--- src/rtl/dram_axi_write_master.sv ---
// AXI4 write master: one INCR burst per DRAM write command, beats 1..len pulled from an FWFT FIFO.
// Define DRAM_WRITE_STATS_EN to add the stat_bursts / stat_beats counters.
module dram_axi_write_master #(
  parameter int DRAM_ADDR_WIDTH = 39,
  parameter int DRAM_DATA_WIDTH = 512
) (
  input  logic                         m_axi_aclk,
  input  logic                         reset,
  input  logic                         dram_write_en,
  input  logic [DRAM_ADDR_WIDTH-1:0]   dram_write_addr,
  input  logic [7:0]                   dram_write_len,
  input  logic [DRAM_DATA_WIDTH-1:0]   dram_write_data,
  input  logic                         dram_data_valid,
  output logic                         dram_data_pop,
  output logic                         dram_write_busy,
  output logic [DRAM_ADDR_WIDTH-1:0]   m_axi_awaddr,
  output logic [7:0]                   m_axi_awlen,
  output logic [2:0]                   m_axi_awsize,
  output logic [1:0]                   m_axi_awburst,
  output logic [3:0]                   m_axi_awcache,
  output logic [2:0]                   m_axi_awprot,
  output logic                         m_axi_awvalid,
  input  logic                         m_axi_awready,
  output logic [DRAM_DATA_WIDTH-1:0]   m_axi_wdata,
  output logic [DRAM_DATA_WIDTH/8-1:0] m_axi_wstrb,
  output logic                         m_axi_wlast,
  output logic                         m_axi_wvalid,
  input  logic                         m_axi_wready,
  input  logic [1:0]                   m_axi_bresp,
  input  logic                         m_axi_bvalid,
  output logic                         m_axi_bready,
  output logic                         resp_err,
  output logic                         cmd_drop
`ifdef DRAM_WRITE_STATS_EN
  ,
  output logic [31:0]                  stat_bursts,
  output logic [31:0]                  stat_beats
`endif
);

  typedef enum logic [2:0] {
    ST_IDLE = 3'd0,
    ST_ADDR = 3'd1,
    ST_DATA = 3'd2,
    ST_WAIT = 3'd3,
    ST_RESP = 3'd4
  } state_t;

  state_t                       state_r, state_nx_s;
  logic [DRAM_ADDR_WIDTH-1:0]   awaddr_r, awaddr_nx_s;
  logic [7:0]                   len_r, len_nx_s;
  logic [7:0]                   cnt_r, cnt_nx_s;
  logic [DRAM_DATA_WIDTH-1:0]   wdata_r, wdata_nx_s;
  logic                         awvalid_r, awvalid_nx_s;
  logic                         wvalid_r, wvalid_nx_s;
  logic                         wlast_r, wlast_nx_s;
  logic                         bready_r, bready_nx_s;
  logic                         busy_r, busy_nx_s;
  logic                         resp_err_r, resp_err_nx_s;
  logic                         cmd_drop_r, cmd_drop_nx_s;
  logic                         pop_s;
  logic                         aw_hs_s, w_hs_s, b_hs_s;

  assign aw_hs_s = awvalid_r & m_axi_awready;
  assign w_hs_s  = wvalid_r & m_axi_wready;
  assign b_hs_s  = bready_r & m_axi_bvalid;

  // Next-state and next-output computation for the burst FSM
  always_comb begin
    state_nx_s    = state_r;
    awaddr_nx_s   = awaddr_r;
    len_nx_s      = len_r;
    cnt_nx_s      = cnt_r;
    wdata_nx_s    = wdata_r;
    awvalid_nx_s  = awvalid_r;
    wvalid_nx_s   = wvalid_r;
    wlast_nx_s    = wlast_r;
    bready_nx_s   = bready_r;
    busy_nx_s     = busy_r;
    resp_err_nx_s = resp_err_r;
    cmd_drop_nx_s = cmd_drop_r;
    pop_s         = 1'b0;
    if (dram_write_en && (state_r != ST_IDLE)) begin
      cmd_drop_nx_s = 1'b1;
    end else begin
      cmd_drop_nx_s = cmd_drop_r;
    end
    case (state_r)
      ST_IDLE: begin
        if (dram_write_en) begin
          awaddr_nx_s  = dram_write_addr;
          len_nx_s     = dram_write_len;
          wdata_nx_s   = dram_write_data;
          cnt_nx_s     = 8'd0;
          wlast_nx_s   = (dram_write_len == 8'd0);
          awvalid_nx_s = 1'b1;
          busy_nx_s    = 1'b1;
          state_nx_s   = ST_ADDR;
        end else begin
          state_nx_s = ST_IDLE;
        end
      end
      ST_ADDR: begin
        if (aw_hs_s) begin
          awvalid_nx_s = 1'b0;
          wvalid_nx_s  = 1'b1;
          state_nx_s   = ST_DATA;
        end else begin
          state_nx_s = ST_ADDR;
        end
      end
      ST_DATA: begin
        if (w_hs_s && (cnt_r == len_r)) begin
          wvalid_nx_s = 1'b0;
          wlast_nx_s  = 1'b0;
          bready_nx_s = 1'b1;
          state_nx_s  = ST_RESP;
        end else if (w_hs_s) begin
          cnt_nx_s   = cnt_r + 8'd1;
          wlast_nx_s = ((cnt_r + 8'd1) == len_r);
          if (dram_data_valid) begin
            wdata_nx_s = dram_write_data;
            pop_s      = 1'b1;
            state_nx_s = ST_DATA;
          end else begin
            wvalid_nx_s = 1'b0;
            state_nx_s  = ST_WAIT;
          end
        end else begin
          state_nx_s = ST_DATA;
        end
      end
      ST_WAIT: begin
        // Beat counter already points at the missing beat; capture it as soon as it shows up
        if (dram_data_valid) begin
          wdata_nx_s  = dram_write_data;
          pop_s       = 1'b1;
          wvalid_nx_s = 1'b1;
          state_nx_s  = ST_DATA;
        end else begin
          state_nx_s = ST_WAIT;
        end
      end
      ST_RESP: begin
        if (b_hs_s) begin
          bready_nx_s = 1'b0;
          busy_nx_s   = 1'b0;
          state_nx_s  = ST_IDLE;
          if (m_axi_bresp != 2'b00) begin
            resp_err_nx_s = 1'b1;
          end else begin
            resp_err_nx_s = resp_err_r;
          end
        end else begin
          state_nx_s = ST_RESP;
        end
      end
      default: begin
        awvalid_nx_s = 1'b0;
        wvalid_nx_s  = 1'b0;
        bready_nx_s  = 1'b0;
        busy_nx_s    = 1'b0;
        state_nx_s   = ST_IDLE;
      end
    endcase
  end

  // The FWFT head is consumed in the same cycle it is captured, so the pop stays combinational
  assign dram_data_pop = pop_s & ~reset;

  // State and output registers
  always_ff @(posedge m_axi_aclk) begin
    if (reset) begin
      state_r    <= ST_IDLE;
      awaddr_r   <= '0;
      len_r      <= 8'd0;
      cnt_r      <= 8'd0;
      wdata_r    <= '0;
      awvalid_r  <= 1'b0;
      wvalid_r   <= 1'b0;
      wlast_r    <= 1'b0;
      bready_r   <= 1'b0;
      busy_r     <= 1'b0;
      resp_err_r <= 1'b0;
      cmd_drop_r <= 1'b0;
    end else begin
      state_r    <= state_nx_s;
      awaddr_r   <= awaddr_nx_s;
      len_r      <= len_nx_s;
      cnt_r      <= cnt_nx_s;
      wdata_r    <= wdata_nx_s;
      awvalid_r  <= awvalid_nx_s;
      wvalid_r   <= wvalid_nx_s;
      wlast_r    <= wlast_nx_s;
      bready_r   <= bready_nx_s;
      busy_r     <= busy_nx_s;
      resp_err_r <= resp_err_nx_s;
      cmd_drop_r <= cmd_drop_nx_s;
    end
  end

  assign m_axi_awaddr    = awaddr_r;
  assign m_axi_awlen     = len_r;
  assign m_axi_awsize    = 3'($clog2(DRAM_DATA_WIDTH / 8));
  assign m_axi_awburst   = 2'b01;
  assign m_axi_awcache   = 4'b0011;
  assign m_axi_awprot    = 3'b000;
  assign m_axi_awvalid   = awvalid_r;
  assign m_axi_wdata     = wdata_r;
  assign m_axi_wstrb     = {(DRAM_DATA_WIDTH/8){1'b1}};
  assign m_axi_wlast     = wlast_r;
  assign m_axi_wvalid    = wvalid_r;
  assign m_axi_bready    = bready_r;
  assign dram_write_busy = busy_r;
  assign resp_err        = resp_err_r;
  assign cmd_drop        = cmd_drop_r;

`ifdef DRAM_WRITE_STATS_EN
  logic [31:0] stat_bursts_r;
  logic [31:0] stat_beats_r;

  // Free-running burst and beat counters, wrapping on overflow
  always_ff @(posedge m_axi_aclk) begin
    if (reset) begin
      stat_bursts_r <= 32'd0;
      stat_beats_r  <= 32'd0;
    end else begin
      if (b_hs_s) stat_bursts_r <= stat_bursts_r + 32'd1;
      if (w_hs_s) stat_beats_r  <= stat_beats_r + 32'd1;
    end
  end

  assign stat_bursts = stat_bursts_r;
  assign stat_beats  = stat_beats_r;
`endif

endmodule

--- config.mk ---
export PLATFORM = sky130hd
export DESIGN_NAME = dram_axi_write_master
export DESIGN_NICKNAME = d
export VERILOG_FILES = /design/src/rtl/dram_axi_write_master.sv
export SDC_FILE = /design/constraint.sdc
export NUM_CORES = 1
export LEC_CHECK = 0
export ABC_AREA = 1
export BUFFER_PORTS_ARGS = -buffer_cell sky130_fd_sc_hd__buf_2
export CAP_MARGIN = 10
export CELL_PAD_IN_SITES_DETAIL_PLACEMENT = 1
export CELL_PAD_IN_SITES_GLOBAL_PLACEMENT = 2
export CORE_AREA = 10 10 468 470
export CTS_BUF_LIST = sky130_fd_sc_hd__clkbuf_4
export DETAILED_ROUTE_END_ITERATION = 10
export DIE_AREA = 0 0 478 480
export HOLD_SLACK_MARGIN = 0.02
export PLACE_DENSITY_LB_ADDON = 0.15
export SLEW_MARGIN = 20
export SYNTH_ARGS = -nofsm -noshare
export SYNTH_HDL_FRONTEND = slang
export SYNTH_SLANG_ARGS = --single-unit
--- constraint.sdc ---
create_clock -name m_axi_aclk -period 4.68 [get_ports m_axi_aclk]
set_clock_uncertainty 0.2 [all_clocks]
set_input_delay 0 -clock m_axi_aclk [delete_from_list [all_inputs] [get_ports m_axi_aclk]]
set_output_delay 0 -clock m_axi_aclk [all_outputs]
set_load 0.005 [all_outputs]
==> results of run 1 <==
cell families after synthesis:
family / Yosys count
adders and majority gates: 1
xor gates and xnor gates: 2
other: 2
DFF: 577
buffers and inverters: 364
AOI/OAI and AO/OA: 78
and+or+nand+nor: 2273
per-stage QoR:
step	std cells	setup slack, ps	hold slack (ps)	util (%)
detailed placement	7039	1510	32.5	15.7
global placement	7039	1530	23.3	15.7
floorplan	3371	2730	-131	-
==> results.py, run 1 <==
metrics = {
    "synth": {
        "synth.mux.area_fraction_pct": 0,
        "postSynthCellCount": 3297,
        "synth_edf_count": 0,
        "async_reset_ff_share_pct": 0,
        "ys_warn_count": 0,
        "mappedNetlistArea_mm2": 0.0245,
        "synth.ff_latch_count": 577,
        "synthesis.area_per_instance_um2": 7.44,
        "synth_top_area_cell": "dfxtp_1",
        "top_count_cell_post_synth": "nor2_1",
        "synth_top_area_share_pct": 47.1,
        "ys.flop_type": "dfxtp_1",
        "synthTopCellsByCount": "nor2_1, nand2_1, dfxtp_1, nand3b_1, clkbuf_1",
        "complex_gate_fraction_of_the_synthesized_area_pct": 1.62,
        "area_contributors_post_synth": "dfxtp_1, nor2_1, nand3b_1",
        "combinational_family_with_the_most_area_after_synthesis": "simple AND/OR/NAND/NOR gates",
        "synthAdderAreaFrac_pct": 0.0510,
        "synth_area_in_xor_xnor_pct": 0.0714,
        "synth_sequential_area_ratio_pct": 47.1,
        "synth-simple-area-share_pct": 42.8,
        "count_of_distinct_cell_types_in_the_synthesized_netlist": 26,
    },
    "placed_design": {
        "place.port_buffers": 1134,
        "dpl-instance-area_mm2": 0.0327,
        "hpwl_um": 123000,
        "gp_congestion": 0.792,
    },
    "cts": {
        "post_cts_hold_buffer_count": 1479,
        "postCtsSetupRepairBufs": 0,
        "numClockSinks": 577,
        "cts_repair_resize_count": 0,
        "root_buffer": "clkbuf_4",
        "cts_inserted_buffers": 203,
        "cts_max_path_buffers": 3,
        "htree_num_levels": 4,
    },
    "floorplanning": {
        "io_pins": 1211,
        "fp.dieH_um": 480,
        "start_util_pct": 11.7,
        "fp-row-count": 168,
        "fp.dieW_um": 478,
    },
    "run_status": {
        "flow.first_error": "[ERROR RSZ-0060] Max buffer count reached.",
        "status": "aborted with a tool error",
        "flow.stopped_at": "clock tree synthesis (4_1_cts)",
    },
}
==> run 2: changes to the inputs <==
- CELL_PAD_IN_SITES_DETAIL_PLACEMENT: 1 -> not set
- CELL_PAD_IN_SITES_GLOBAL_PLACEMENT: 2 -> not set
- CORE_AREA: 10 10 468 470 -> 10 10 457 459
- CTS_BUF_LIST: sky130_fd_sc_hd__clkbuf_4 -> not set
- DIE_AREA: 0 0 478 480 -> 0 0 467 469
- HOLD_SLACK_MARGIN: 0.02 -> not set
==> run 2 against run 1 <==
The flow now finishes without violations. Area after synthesis unchanged. Synthesized cell count unchanged.
==> results.py, run 2 <==
metrics = {
    "synth": {
        "synth_sequential_area_ratio_pct": 47.1,
        "synth.mux.area_fraction_pct": 0,
        "synth_top_area_cell": "dfxtp_1",
        "ys_warn_count": 0,
        "postSynthCellCount": 3297,
        "count_of_distinct_cell_types_in_the_synthesized_netlist": 26,
        "ys.flop_type": "dfxtp_1",
        "combinational_family_with_the_most_area_after_synthesis": "simple AND/OR/NAND/NOR gates",
        "synth.ff_latch_count": 577,
        "synthesis.area_per_instance_um2": 7.44,
        "synth_area_in_xor_xnor_pct": 0.0714,
        "synth_top_area_share_pct": 47.1,
        "complex_gate_fraction_of_the_synthesized_area_pct": 1.62,
        "async_reset_ff_share_pct": 0,
        "mappedNetlistArea_mm2": 0.0245,
        "synthTopCellsByCount": "nor2_1, nand2_1, dfxtp_1, nand3b_1, clkbuf_1",
        "synth-simple-area-share_pct": 42.8,
        "top_count_cell_post_synth": "nor2_1",
        "synth_edf_count": 0,
        "synthAdderAreaFrac_pct": 0.0510,
        "area_contributors_post_synth": "dfxtp_1, nor2_1, nand3b_1",
    },
    "sta": {
        "number_of_slew_limit_violations_in_the_final_report": 0,
        "report.final.hold_viol_count": 0,
        "rsz0062_at_grt": "false",
        "layout_setup_ws_ps": 1390,
        "achievable-frequency_mhz": 304,
        "fin_crit_sh_pct": 70.3,
        "finalSetupViolations": 0,
        "totalNegativeSetupSlack_ps": 0,
        "worst_slew_pin_slew_ps": 941,
        "max_slew_margin_pct": 37.2,
        "fin_crit_ps": 3290,
        "hold_ws_ps": 54.8,
    },
    "floorplanning": {
        "io_pins": 1211,
        "floorplan.core_area_mm2": 0.199,
        "fp.dieW_um": 467,
        "fp-row-count": 164,
        "floorplan.die_area_mm2": 0.219,
        "start_util_pct": 12.3,
        "fp.dieH_um": 469,
    },
    "drt": {
        "routed_wirelength_um": 151000,
        "detail_route.wl_per_cell_um": 18.5,
        "antenna_violating_nets_post_route": 0,
        "vias": 29100,
        "detail_route.drc_violations": 0,
        "drt-vias-per-instance": 3.57,
        "initialDrtViolationCount": 1428,
        "drtPass1Iterations": 5,
    },
    "layout": {
        "largest_reg_flops": 512,
        "multiInputGateArea_mm2": 0.0112,
        "final_layout_size_suffix_gt1_share_pct": 24.1,
        "mostFrequentLayoutCells": "nor2_1, buf_2, dlygate4sd3_1",
        "postLayoutCellArea_mm2": 0.0462,
        "area_taken_by_flip_flops_and_latches_mm2": 0.0116,
        "num-nets-final": 5972,
        "finish.cell_count_without_fillers": 8153,
        "fill_cells": 22400,
        "flow.area_growth_from_synthesis_pct": 88.1,
    },
    "worst_setup_path": {
        "r2r-start": "state_r[2]$_SDFF_PP0_",
        "critPathLaunch": "state_r[2]$_SDFF_PP0_",
        "worst-r2r-cell-count": 9,
        "crit_path_start_kind": "flop",
        "required_ps": 5140,
        "worst_setup_path_end_kind": "flop",
        "setup.worst_path.class": "flop to flop",
        "arrival_ps": 3740,
        "crit_fanout": 10,
        "critical_path.reg2reg.endpoint": "state_r[0]$_SDFF_PP0_",
        "r2r_slack_ps": 1390,
        "crit_path_to": "state_r[0]$_SDFF_PP0_",
    },
    "hold_path": {
        "hp-class": "input pin to flop",
    },
    "global_route": {
        "grt_overflow_total": 0,
        "largest_net_degree_at_the_start_of_global_routing": 148,
        "global_route_wire_length_before_repair_um": 213000,
        "grt_pass1_vias": 30000,
        "grt.total_usage_pct": 12.9,
        "initial_antenna_violation_count": 54,
    },
    "placed_design": {
        "hpwl_um": 111000,
        "place.port_buffers": 1134,
        "placement.setup.worst_slack_ps": 1350,
        "dpl-instance-area_mm2": 0.0326,
        "gp_congestion": 0.829,
        "placedCellCount": 6891,
    },
    "pwr": {
        "static-leakage-power_nw": 21.8,
        "power_per_cell_area_mw_per_mm2": 359,
        "power.ir.vdd_worst_mv": 0.236,
    },
    "run_status": {
        "status": "finished clean",
    },
    "cts": {
        "tritoncts": "yes",
        "cts_inserted_buffers": 82,
        "worst_skew_pair.late_latency_ps": 710,
        "postCtsSetupRepairBufs": 0,
        "clk_pin_slew_worst_setup_hold_paths_ps": 60,
        "root_buffer": "clkbuf_16",
        "htree_num_levels": 3,
        "cts_repair_resize_count": 0,
        "numClockSinks": 577,
        "cts_max_path_buffers": 3,
    },
    "job": {
        "maxCapViolations": 0,
    },
}
==> run 2: layout make-up <==
type                            count  area share, %
Antenna cell                       35          0.190
Clock inverter                     23          0.567
Inverter                           46          0.407
Sequential cell                   577           25.0
Clock buffer                      120           5.19
Timing Repair Buffer             2266           37.1
Tap cell                         2656           7.20
Multi-Input combinational cell   2430           24.4
==> run 2: kinds of logic (layout without fill, tap and decap cells) <==
logic type,Yosys count,count (layout)
other,2,111
buffers and inverters,364,2455
and+or+nand+nor,2273,2273
DFF,577,577
adders and majority gates,1,1
xor gates and xnor gates,2,2
AOI/OAI and AO/OA,78,78
==> run 2: power breakdown <==
group	internal (mW)	total [mW]	switching [mW]	leakage, nW
Sequential	5.61	5.97	0.366	4.79
Combinational	1.95	4.30	2.35	15.7
Clock	3.66	6.29	2.63	1.30
Total	11.2	16.6	5.34	21.8
==> run 2: worst min path at each step <==
stage	startpoint	to	slack, ps	depth (start not counted)
final	dram_write_data[5]	m_axi_wdata[5]$_SDFFE_PP0P_	50	5
after global routing	dram_write_data[5]	m_axi_wdata[5]$_SDFFE_PP0P_	20	5
after CTS	dram_write_data[7]	m_axi_wdata[7]$_SDFFE_PP0P_	0.7	5
after detailed placement	dram_write_addr[7]	m_axi_awaddr[7]$_SDFFE_PP0P_	30	3
after global placement	dram_write_addr[15]	m_axi_awaddr[15]$_SDFFE_PP0P_	30	3
after floorplan	reset	cnt_r[7]$_SDFFE_PP0P_	-130	1
==> run 2: repair_timing <==
item,CTS,global route
endpoints found under the hold margin,577,0
hold buffers,1084,0
endpoints found under the setup margin,0,0
==> run 2: stage by stage <==
stage | utilization (%) | total power, mW
after global routing | 23.2 | 17.6
after detailed placement | 16.3 | 9.73
after CTS | 23.1 | 17.0
after global placement | 16.3 | 9.72
after floorplan | - | 7.92
final | 23.2 | 16.6
==> run 2: layer usage <==
| metal | global-route usage [%] | up-vias | routed length (µm) |
|---|---|---|---|
| met3 | 5.63 | 216 | 14900 |
| li1 | - | 14500 | - |
| met1 | 14.8 | 13400 | 60200 |
| met4 | 4.63 | 26 | 5240 |
| met5 | 0 | - | 145 |
| met2 | 21.3 | 1023 | 70000 |
==> run 2: worst max-delay path, cell delays in order, from the launching register on <==
cell and delay [ps]:
dfxtp_1 370, inv_2 90, nand2_1 90, nor2_2 550, inv_1 210, nor2_1 370, nand3_1 110, dlygate4sd3_1 580
a21oi_1 120, dlygate4sd3_1 550
No activity file was read; power rests on OpenSTA's default activity.
